<file path="config.mk">
export PLATFORM = sky130hd
export DESIGN_NAME = axi_stream_packet_if
export DESIGN_NICKNAME = d
export VERILOG_FILES = /design/src/rtl/axi_stream_pkg.sv /design/src/rtl/axi_stream_pkt_pos.sv /design/src/rtl/axi_stream_packet_if.sv
export SDC_FILE = /design/constraint.sdc
export NUM_CORES = 1
export LEC_CHECK = 0
export ABC_AREA = 0
export BUFFER_PORTS_ARGS = -buffer_cell sky130_fd_sc_hd__buf_4
export CAP_MARGIN = 10
export CORE_AREA = 2 2 73 75
export DETAILED_ROUTE_END_ITERATION = 10
export DIE_AREA = 0 0 75 77
export PLACE_DENSITY = 0.85
export SYNTH_ARGS = -nofsm -noshare
export SYNTH_HDL_FRONTEND = slang
export SYNTH_HIERARCHICAL = 1
export SYNTH_SLANG_ARGS = --single-unit
</file>
<file path="constraint.sdc">
create_clock -name clk -period 2.2 [get_ports clk]
set_input_delay 0.11 -clock clk [delete_from_list [all_inputs] [get_ports clk]]
set_output_delay 0.11 -clock clk [all_outputs]
set_load 0.03 [all_outputs]
</file>
<file path="src/rtl/axi_stream_pkg.sv">
// -----------------------------------------------------------------------------
// axi_stream_pkg
// Shared helpers for the AXI-Stream packet position tracker.
//   bytes_per_word(data_width)  : number of bytes carried by one tdata word
//   word_of_byte(byte_idx, bpw) : index of the word that holds byte byte_idx
// -----------------------------------------------------------------------------
package axi_stream_pkg;

  function automatic int bytes_per_word(input int data_width);
    return data_width / 8;
  endfunction

  function automatic int word_of_byte(input int byte_idx, input int bpw);
    return byte_idx / bpw;
  endfunction

endpackage

</file>
<file path="src/rtl/axi_stream_pkt_pos.sv">
// -----------------------------------------------------------------------------
// axi_stream_pkt_pos
// Tracks where the word currently on the stream sits inside its packet.
//
// Optional feature macro: AXIS_PKT_OVERFLOW_CHECK_EN
//   defined   -> o_overflow flags packets longer than MAX_PACKET_BYTES
//   undefined -> o_overflow is tied low and no overflow logic exists
//
// Ports:
//   clk          in   clock
//   rst          in   synchronous active-low reset
//   i_xfer       in   a word is accepted this cycle (tvalid && tready)
//   i_last       in   the word on the stream carries tlast
//   i_byte_sel   in   packet byte index to test against the current word
//   o_word_count out  index of the current word within its packet (saturating)
//   o_sop        out  current word is word 0 of a packet
//   o_reached    out  current word holds byte i_byte_sel
//   o_overflow   out  packet has run past MAX_PACKET_BYTES
// -----------------------------------------------------------------------------
module axi_stream_pkt_pos
  import axi_stream_pkg::*;
#(
  parameter int BYTES_PER_WORD   = 8,
  parameter int MAX_PACKET_BYTES = 65536,
  parameter int BPW_LOG          = $clog2(BYTES_PER_WORD),
  parameter int WC_W             = $clog2(MAX_PACKET_BYTES / BYTES_PER_WORD) + 1,
  parameter int BS_W             = $clog2(MAX_PACKET_BYTES)
)(
  input  logic            clk,
  input  logic            rst,
  input  logic            i_xfer,
  input  logic            i_last,
  input  logic [BS_W-1:0] i_byte_sel,
  output logic [WC_W-1:0] o_word_count,
  output logic            o_sop,
  output logic            o_reached,
  output logic            o_overflow
);

  // Common width for comparing the word counter against the selected word.
  localparam int CMP_W = (WC_W > BS_W) ? WC_W : BS_W;

  logic [WC_W-1:0]  r_word_count;
  logic [BS_W-1:0]  w_sel_word;
  logic [CMP_W-1:0] w_sel_word_ext;
  logic [CMP_W-1:0] w_word_count_ext;

  // Word counter: advances on every accepted non-last word, returns to zero
  // after the last word, and sticks at all-ones instead of wrapping so an
  // oversized packet never aliases back onto word 0.
  always_ff @(posedge clk) begin
    if (!rst) begin
      r_word_count <= '0;
    end else if (i_xfer) begin
      if (i_last) begin
        r_word_count <= '0;
      end else if (r_word_count != '1) begin
        r_word_count <= r_word_count + 1'b1;
      end
    end
  end

  // A byte index maps to its word by dropping the byte-lane bits, so every
  // byte lane of the current word reports reached.
  assign w_sel_word       = i_byte_sel >> BPW_LOG;
  assign w_sel_word_ext   = CMP_W'(w_sel_word);
  assign w_word_count_ext = CMP_W'(r_word_count);

  assign o_word_count = r_word_count;
  assign o_sop        = (r_word_count == '0);
  assign o_reached    = (w_word_count_ext == w_sel_word_ext);

`ifdef AXIS_PKT_OVERFLOW_CHECK_EN
  localparam int              LIMIT_WORDS = word_of_byte(MAX_PACKET_BYTES, BYTES_PER_WORD);
  localparam logic [WC_W-1:0] LIMIT_WC    = WC_W'(LIMIT_WORDS);

  logic r_overflow;

  // Any word accepted at or beyond the word limit means the packet is too
  // long. The flag lives until the packet ends; the end of packet wins over
  // a simultaneous set so the next packet always starts clean.
  always_ff @(posedge clk) begin
    if (!rst) begin
      r_overflow <= 1'b0;
    end else if (i_xfer) begin
      if (i_last) begin
        r_overflow <= 1'b0;
      end else if (r_word_count >= LIMIT_WC) begin
        r_overflow <= 1'b1;
      end
    end
  end

  assign o_overflow = r_overflow;
`else
  assign o_overflow = 1'b0;
`endif

endmodule

</file>
<file path="src/rtl/axi_stream_packet_if.sv">
// -----------------------------------------------------------------------------
// axi_stream_packet_if
// Zero-latency AXI-Stream pass-through with packet position tracking.
//
// Optional feature macro: AXIS_PKT_OVERFLOW_CHECK_EN (enables overflow flag).
//
// Parameters:
//   DATA_WIDTH        tdata width, multiple of 8
//   USER_WIDTH        tuser width
//   TKEEP             1: forward tkeep, 0: drive m_tkeep all-ones
//   MAX_PACKET_BYTES  largest legal packet size in bytes
//
// Ports:
//   clk, rst                        clock, synchronous active-low reset
//   s_tdata/tuser/tkeep/tlast/tvalid, s_tready   slave stream
//   m_tdata/tuser/tkeep/tlast/tvalid, m_tready   master stream
//   byte_sel    in   packet byte index to test
//   reached     out  current word holds byte byte_sel
//   sop         out  current word is word 0 of a packet
//   word_count  out  index of current word within its packet
//   overflow    out  packet exceeded MAX_PACKET_BYTES
// -----------------------------------------------------------------------------
module axi_stream_packet_if
  import axi_stream_pkg::*;
#(
  parameter int  DATA_WIDTH       = 64,
  parameter int  USER_WIDTH       = 1,
  parameter int  TKEEP            = 1,
  parameter int  MAX_PACKET_BYTES = 65536,
  localparam int BYTES_PER_WORD   = bytes_per_word(DATA_WIDTH),
  localparam int BPW_LOG          = $clog2(BYTES_PER_WORD),
  localparam int WC_W             = $clog2(MAX_PACKET_BYTES / BYTES_PER_WORD) + 1,
  localparam int BS_W             = $clog2(MAX_PACKET_BYTES)
)(
  input  logic                      clk,
  input  logic                      rst,
  // slave stream
  input  logic [DATA_WIDTH-1:0]     s_tdata,
  input  logic [USER_WIDTH-1:0]     s_tuser,
  input  logic [BYTES_PER_WORD-1:0] s_tkeep,
  input  logic                      s_tlast,
  input  logic                      s_tvalid,
  output logic                      s_tready,
  // master stream
  output logic [DATA_WIDTH-1:0]     m_tdata,
  output logic [USER_WIDTH-1:0]     m_tuser,
  output logic [BYTES_PER_WORD-1:0] m_tkeep,
  output logic                      m_tlast,
  output logic                      m_tvalid,
  input  logic                      m_tready,
  // position tracking
  input  logic [BS_W-1:0]           byte_sel,
  output logic                      reached,
  output logic                      sop,
  output logic [WC_W-1:0]           word_count,
  output logic                      overflow
);

  logic w_xfer;

  // Pass-through stays purely combinational, including during reset.
  assign m_tdata  = s_tdata;
  assign m_tuser  = s_tuser;
  assign m_tlast  = s_tlast;
  assign m_tvalid = s_tvalid;
  assign s_tready = m_tready;

  generate
    if (TKEEP != 0) begin : g_keep
      assign m_tkeep = s_tkeep;
    end else begin : g_no_keep
      logic w_unused_keep;
      assign w_unused_keep = ^s_tkeep;
      assign m_tkeep       = '1;
    end
  endgenerate

  assign w_xfer = s_tvalid && m_tready;

  axi_stream_pkt_pos #(
    .BYTES_PER_WORD   (BYTES_PER_WORD),
    .MAX_PACKET_BYTES (MAX_PACKET_BYTES),
    .BPW_LOG          (BPW_LOG),
    .WC_W             (WC_W),
    .BS_W             (BS_W)
  ) u_pos (
    .clk          (clk),
    .rst          (rst),
    .i_xfer       (w_xfer),
    .i_last       (s_tlast),
    .i_byte_sel   (byte_sel),
    .o_word_count (word_count),
    .o_sop        (sop),
    .o_reached    (reached),
    .o_overflow   (overflow)
  );

endmodule

</file>
==> out/metrics.cfg <==
[timing]
slew_violations=0
max_freq_ghz=0.493
final_hold_viol_count=0
finClkSkew_ps=3.80
tns_ps=0
fin_crit_sh_pct=92.1
maxSlewHeadroom_pct=57.1
tightest_slew_ps=641
finalSetupViolations=0
rsz0062_at_grt=false
fin_crit_ps=2030

[synth]
synth_edf_count=0
postSynth.asyncResetShare_pct=0
syn_area_um2=1670
synth_top_area_share_pct=34.5
seq_area_frac_synth_pct=16.7
synth-main-ff-cell=dfxtp_1
ys_types=45
avgSynthCellArea_um2=8.25
synth_area_leaders=buf_4 35%, dfxtp_1 17%, xor2_1 4.7%
synth-seq-cells=14
synth.largest_area_cell=buf_4
yosysWarnings=6
synthesis.nets=299
postSynthCellCount=203

[critical_path]
cpPeakStageDelay_ps=700
crit_family=compound AO/OA/AOI/OAI gates
worst_setup_path_start_kind=register
crit_type=reg2reg
rrSetupSlack_ps=170
crit_buf_inv=0
crit_slowest_cell=o41ai_4
crit_fanout=9
critPathArrivalTime_ps=2210
path_cells=ha_1 > nand3_4 > o41ai_4 > o21ai_1 > a21boi_1
endpoint_kind=register
cp.required_ps=2390

[layout]
fillCellCount=539
final_common_cell=buf_4
final_cell_mix=38 x buf_4, 14 x dfxtp_1, 9 x nor2_1, 9 x xor2_1
drive_gt1_share_pct=35.4
n_antenna_cell=0
nets=259
largest_reg_flops=14
syn2layout_area_growth_pct=-11.0

[cts]
clkLatencyLatePin_ps=260
h-tree-depth=1
cts_setup_buffers=0
ctsResizeCount=0
cts_sinks=14
numCtsBuffers=3
clk_pin_slew_ps=60
cts_buffer_depth=2
cts_tree=done
root_buffer=clkbuf_8
cts_hold_buf=0

[grt]
grt_antenna_before_repair=0
track_usage_pct=13.4
grt_pass1_wl_mm=5.95
grt_overflow=0
grt_max_degree=16
grt_pass1_vias=1203

[placed_design]
place.gp.congestion=0.846
portBuffers=36
hpwl_mm=2.87

[power]
p_total_mw=0.573
ir_worst_vdd_v=0.000151
powerDensity_nw_per_um2=385
leakagePower_nw=0.611

[route]
dr_total_vias=1228
ant_nets=0
vias_per_cell=5.32
drcViolationCount=0
drt_pass1_iterations=4
routed_wl_mm=3.77
avgRoutedWirePerCell_um=16.3
drt_iter0_markers=135

[outcome]
outcome=completed

[min_path]
hold_path_class=in2reg

[floorplan]
rows=26
coreArea_um2=4980
io_pins=187
die_w_um=75
dieArea_um2=5780
die_y_um=77
floorplan.initialDensity_pct=33.6

[run]
maxCapViolCount=0

## final timing paths
| kind | startpoint | end | depth (start not counted) |
|---|---|---|---|
| worst min register to register | u_pos/o_word_count[1]$_SDFFE_PN0P_ | u_pos/o_word_count[1]$_SDFFE_PN0P_ | 2 |
| worst max-delay path | u_pos/o_word_count[0]$_SDFFE_PN0P_ | u_pos/o_word_count[10]$_SDFFE_PN0P_ | 5 |
| worst max register to register | u_pos/o_word_count[0]$_SDFFE_PN0P_ | u_pos/o_word_count[10]$_SDFFE_PN0P_ | 5 |
| worst min-delay path | rst | u_pos/o_word_count[9]$_SDFFE_PN0P_ | 2 |
## routing by layer
layer	wire length [um]	global-route usage (%)	vias to the layer above
li1	-	-	558
met1	1390	16.2	564
met2	1680	18.5	69
met3	492	4.47	37
met4	215	11.6	0
met5	0	0	-
## worst reg2reg max path, stage by stage, from the launching register on
cell and delay (ps):
dfxtp_1 470, ha_1 310, nand3_4 150, o41ai_4 700
o21ai_1 180, a21boi_1 150
## synth_stat cells, types with 2 or more instances
master and instances:
a21boi_1 4, a21oi_1 2, a311oi_1 2, and3_1 2, buf_2 3, buf_4 77, clkbuf_1 3, dfxtp_1 14
ha_1 2, inv_1 6, nand2_1 4, nand3_1 3, nand4_1 4, nand4_4 2, nor2_1 9, nor3_1 5
nor3b_1 2, nor4_1 6, o21ai_0 6, o21ai_1 4, o221a_2 5, o31a_1 2, or3_1 2, or4_1 2
xnor2_1 4, xor2_1 9
## metrics by stage
step	util (%)	cell area, um2	hold WS (ps)	setup WS [ps]	std cells
6_report	29.9	1490	183	173	231
5_1_grt	29.9	1490	193	77.6	231
4_1_cts	29.9	1490	177	209	231
3_5_place_dp	29.1	1450	220	264	228
3_3_place_gp	29.1	1450	220	301	228
2_1_floorplan	-	1680	252	95.0	203
## kinds of logic after synthesis
group / count (synthesis) / share of synthesized area (%)
AO/OA/AOI/OAI: 32 / 15.8
XOR/XNOR: 13 / 6.80
AND/OR/NAND/NOR: 52 / 21.5
adder cells (fa/ha/maj): 2 / 1.49
flip-flops: 14 / 16.7
other: 1 / 0.224
buffers and inverters: 89 / 37.4
## layout make-up
| cell class | count | area [um2] | share of cell area, % |
|---|---|---|---|
| multi-input cells | 100 | 773 | 51.9 |
| inverters | 6 | 22.5 | 1.51 |
| repair buffers | 38 | 285 | 19.1 |
| clock buffers | 3 | 41.3 | 2.77 |
| flip-flops and latches | 14 | 280 | 18.8 |
| well taps | 70 | 87.6 | 5.88 |
## power breakdown
group	internal [mW]	switching (mW)	total, mW
clock network	0.122	0.100	0.222
logic	0.0437	0.0507	0.0944
registers	0.255	0.00228	0.257
total	0.420	0.153	0.573
(Power assumes the default switching activity.)
